==> config.mk <==
export PLATFORM = sky130hd
export DESIGN_NAME = gpio_output_stage
export DESIGN_NICKNAME = d
export VERILOG_FILES = /design/src/rtl/gpio_output_stage.sv
export SDC_FILE = /design/constraint.sdc
export NUM_CORES = 1
export LEC_CHECK = 0
export ABC_AREA = 1
export ABC_CLOCK_PERIOD_IN_PS = 1700
export BUFFER_PORTS_ARGS = -buffer_cell sky130_fd_sc_hd__buf_2
export CORE_ASPECT_RATIO = 1.75
export CORE_MARGIN = 2
export CORE_UTILIZATION = 40
export CTS_CLUSTER_SIZE = 28
export DETAILED_ROUTE_END_ITERATION = 8
export GPL_TIMING_DRIVEN = 0
export SLEW_MARGIN = 20
export SYNTH_ARGS = -nofsm -noshare
export SYNTH_HDL_FRONTEND = slang
export SYNTH_SLANG_ARGS = --single-unit
export TNS_END_PERCENT = 1
==> constraint.sdc <==
create_clock -name clk_i -period 1.7 [get_ports clk_i]
set_clock_uncertainty 0.1 [all_clocks]
set_input_delay 0.255 -clock clk_i [delete_from_list [all_inputs] [get_ports clk_i]]
set_output_delay 0.255 -clock clk_i [all_outputs]
set_load 0.005 [all_outputs]
==> src/rtl/gpio_output_stage.sv <==
// Single-GPIO output stage: base level with atomic commands, one-shot pulse
// inversion, and registered pad drive for push-pull/open-drain/open-source.
module gpio_output_stage #(
  parameter int unsigned PulseCntWidth = 16
) (
  input  logic                     clk_i,
  input  logic                     rst_i,
  input  logic                     en_i,
  input  logic [1:0]               mode_i,
  input  logic                     wr_i,
  input  logic                     wr_val_i,
  input  logic                     set_i,
  input  logic                     clr_i,
  input  logic                     toggle_i,
  input  logic                     pulse_start_i,
  input  logic [PulseCntWidth-1:0] pulse_len_i,
  output logic                     pulse_busy_o,
  output logic                     pulse_done_o,
  output logic                     value_o,
  output logic                     gpio_out_o,
  output logic                     gpio_oe_o
);

  typedef enum logic {
    IDLE  = 1'b0,
    PULSE = 1'b1
  } state_e;

  localparam logic [PulseCntWidth-1:0] CntOne = PulseCntWidth'(1);

  state_e                   state_q, state_d;
  logic [PulseCntWidth-1:0] cnt_q, cnt_d;
  logic                     base_q, base_d;
  logic                     done_d, level_d, out_d, oe_d;

  always_comb begin
    base_d = base_q;
    if (wr_i)          base_d = wr_val_i;
    else if (clr_i)    base_d = 1'b0;
    else if (set_i)    base_d = 1'b1;
    else if (toggle_i) base_d = ~base_q;
  end

  always_comb begin
    state_d = state_q;
    cnt_d   = cnt_q;
    done_d  = 1'b0;
    if (!en_i) begin
      // Disable aborts silently: no done strobe.
      state_d = IDLE;
      cnt_d   = '0;
    end else begin
      case (state_q)
        IDLE: begin
          if (pulse_start_i) begin
            if (pulse_len_i == '0) begin
              done_d = 1'b1;
            end else begin
              state_d = PULSE;
              cnt_d   = pulse_len_i;
            end
          end
        end
        PULSE: begin
          if (cnt_q == CntOne) begin
            state_d = IDLE;
            cnt_d   = '0;
            done_d  = 1'b1;
          end else begin
            cnt_d = cnt_q - CntOne;
          end
        end
        default: begin
          state_d = IDLE;
          cnt_d   = '0;
        end
      endcase
    end
  end

  assign level_d = base_d ^ (state_d == PULSE);

  always_comb begin
    out_d = 1'b0;
    oe_d  = 1'b0;
    if (en_i) begin
      case (mode_i)
        2'b01: begin out_d = level_d; oe_d = 1'b1;     end
        2'b10: begin out_d = 1'b0;    oe_d = ~level_d; end
        2'b11: begin out_d = 1'b1;    oe_d = level_d;  end
        default: begin out_d = 1'b0;  oe_d = 1'b0;     end
      endcase
    end
  end

  always_ff @(posedge clk_i) begin
    if (rst_i) begin
      state_q      <= IDLE;
      cnt_q        <= '0;
      base_q       <= 1'b0;
      value_o      <= 1'b0;
      gpio_out_o   <= 1'b0;
      gpio_oe_o    <= 1'b0;
      pulse_busy_o <= 1'b0;
      pulse_done_o <= 1'b0;
    end else begin
      state_q      <= state_d;
      cnt_q        <= cnt_d;
      base_q       <= base_d;
      value_o      <= level_d;
      gpio_out_o   <= out_d;
      gpio_oe_o    <= oe_d;
      pulse_busy_o <= (state_d == PULSE);
      pulse_done_o <= done_d;
    end
  end

endmodule

==> flow_summary.json <==
{
  "hold_buffers": 0,
  "nets": 280,
  "p_clk_frac": 0.302,
  "htree_levels": 1,
  "peakVddDrop_mv": 0.5134,
  "dr.pass1.iters": 4,
  "grtUsageTotal": 0.1858,
  "ios": 32,
  "area_growth_pct": 20.98,
  "worstPathArrival_ns": 1.66,
  "grt_antenna_before_repair": 0,
  "initial_utilization": 0.4212,
  "core_area_um2": 3398,
  "maxSlewHeadroom": 0.7106,
  "cp_slowest_cell": "dfxtp_1",
  "post-place-ws_ns": 0.05047,
  "ant_nets": 0,
  "cts.sinks": 22,
  "status": "completed",
  "num-fill-cells": 381,
  "vias": 1462,
  "ys_seq_area_frac": 0.3077,
  "postSynthCellCount": 214,
  "routedWlPerCell_um": 12.43,
  "clockBufferDepth": 2,
  "clkTransAtPathRegs_ns": 0.09,
  "synth_edf_count": 0,
  "tns_ns": 0,
  "share_comb_of_total_power": 0.268,
  "dieArea_um2": 4092,
  "finalCriticalPeriod_ns": 1.594,
  "hp-class": "input pin to register",
  "max_freq_mhz": 627.4,
  "p_sw_w": 0.0004295,
  "crit_required_ns": 1.77,
  "synth_nets": 243,
  "clock-root-buffer": "clkbuf_8",
  "sw_frac_of_total": 0.3257,
  "syn_area_um2": 1431,
  "cts_tree": "yes",
  "period_share": 0.9375,
  "place_hpwl_um": 2801,
  "synthFlopType": "dfxtp_1",
  "cp-start-kind": "register",
  "yosys_warnings": 0,
  "die_w_um": 49.22,
  "grt_max_degree": 13,
  "chipHeight_um": 83.14,
  "wirelength_um": 3666,
  "gp_routability_congestion": 0.8094,
  "clk_latency_ns": 0.27,
  "ys_types": 31,
  "powerDensity_nw_per_um2": 761.6,
  "grt_pass1_wl_um": 5947,
  "p_leak_nw": 0.7916,
  "placementRows": 28,
  "portBuffers": 31,
  "power_frac_seq": 0.431,
  "drv_cap": 0,
  "diodes": 0,
  "remaining_drc_errors": 0,
  "path_max_fanout": 4,
  "async_reset_ff_frac": 0,
  "rsz0062_at_grt": "false",
  "drive_above_1_share": 0.2880,
  "path_class": "register to register",
  "fin_ws_ns": 0.1062,
  "drt_iter0_markers": 39,
  "cts_buffers": 3,
  "grt_pass1_vias": 1430,
  "viasPerCell": 4.956,
  "worst_pin_slew_ns": 0.4341,
  "critPathCaptureType": "register",
  "overflow": 0,
  "ys_ff_latch": 22,
  "p_int_w": 0.0008893,
  "setup_viol": 0,
  "finalHoldViolations": 0,
  "slowest_delay_ns": 0.32,
  "finalMaxSlewViolations": 0,
  "worstPathCellList": "inv_2 -> ha_2 -> nand2_4 -> nor3_4 -> nand3_2 -> xnor2_2 -> nand2_1 -> a21oi_2",
  "avgSynthCellArea_um2": 6.689
}
-- synthesized netlist by cell type, types with 4 or more instances --
library cell	instances	area, um^2
o21ai_1	7	35.03
o21ai_0	24	120.1
dfxtp_1	22	440.4
inv_2	5	18.77
nand3_2	4	40.04
nand2_1	29	108.9
nor2_4	4	45.04
nor2_1	37	138.9
a21oi_1	19	95.09
inv_1	17	63.81
nand2_2	10	62.56
nand3_1	5	25.02
-- final timing paths --
| check | depth (start not counted) | to | slack, ns | startpoint |
|---|---|---|---|---|
| worst max register to register | 8 | cnt_q[14]$_SDFFE_PP0P_ | 0.11 | cnt_q[1]$_SDFFE_PP0P_ |
| worst min-delay path | 2 | value_o$_SDFF_PP0_ | 0.07 | rst_i |
| worst max-delay path | 8 | cnt_q[14]$_SDFFE_PP0P_ | 0.11 | cnt_q[1]$_SDFFE_PP0P_ |
| worst min register to register | 2 | cnt_q[2]$_SDFFE_PP0P_ | 0.45 | cnt_q[2]$_SDFFE_PP0P_ |
-- registers in the layout, summed over array words and instances, names as in the netlist --
signal,cells
gpio_oe_o,1
gpio_out_o,1
pulse_done_o,1
state_q,1
value_o,1
cnt_q,16
base_q,1
-- per-layer routing --
metal,part of all wire,vias up,track usage
li1,-,774,-
met1,0.43,655,0.1897
met2,0.53,29,0.3673
met3,0.029,4,0.02338
met4,0.012,0,0.06234
met5,0,-,0
-- cells by family after synthesis --
kind of cell / after synthesis / synth area share
simple gates: 99 / 0.3514
compound gates: 57 / 0.2115
buf+inv: 28 / 0.07517
flops: 22 / 0.3077
xor+xnor: 6 / 0.03672
fa+ha+maj: 2 / 0.01748
-- layout make-up --
class | instances | area [um^2] | area share
multi-input cells | 164 | 909.6 | 0.5253
flip-flops and latches | 22 | 440.4 | 0.2543
repair buffers | 32 | 162.7 | 0.09393
inverters | 24 | 90.09 | 0.05202
well taps | 45 | 56.30 | 0.03251
clock buffers | 4 | 55.05 | 0.03179
plain buffers | 4 | 17.52 | 0.01012
-- power groups by stage --
stage,registers [W],logic (W),clock network [W]
final,0.000568,0.000353,0.000398
after global routing,0.000572,0.000397,0.000417
after CTS,0.000566,0.000340,0.000399
after detailed placement,0.000578,0.000339,0
after global placement,0.000578,0.000337,0
after floorplan,0.000574,0.000245,0
-- placed cells by master, fill, tap and decap left out, types with 7 or more instances in the layout --
master   synthesis  routed
inv_2            5       7
buf_2            2      33
o21ai_1          7       7
dfxtp_1         22      22
inv_1           17      17
a21oi_1         19      19
nor2_1          37      37
nand2_1         29      29
o21ai_0         24      24
nand2_2         10       8
-- metrics by stage --
stage               cells   power, W  utilization  hold slack (ns)  cell area (um^2)
floorplan             214  0.0008189            -           0.2241              1431
global placement      290  0.0009155       0.4834           0.3624              1643
detailed placement    290  0.0009169       0.4834           0.3709              1643
CTS                   294   0.001305       0.4996          0.08089              1698
global route          295   0.001386       0.5096          0.07800              1732
finish                295   0.001319       0.5096          0.07358              1732
-- worst max-delay path, delay by kind of cell, from the launching register on --
kind                     cells  cell delay (ns)
AO/OA/AOI/OAI                1             0.05
XOR/XNOR                     1             0.14
adder cells (fa/ha/maj)      1             0.22
buffers and inverters        1             0.09
flip-flops                   1             0.32
AND/OR/NAND/NOR              4             0.57
-- timing repair --
| action | in CTS | in global routing |
|---|---|---|
| setup endpoints to repair | 0 | 10 |
| setup buffers | 0 | 1 |
| resized for setup | 0 | 7 |
| hold endpoints to repair | 0 | 0 |
(Power assumes the default switching activity.)
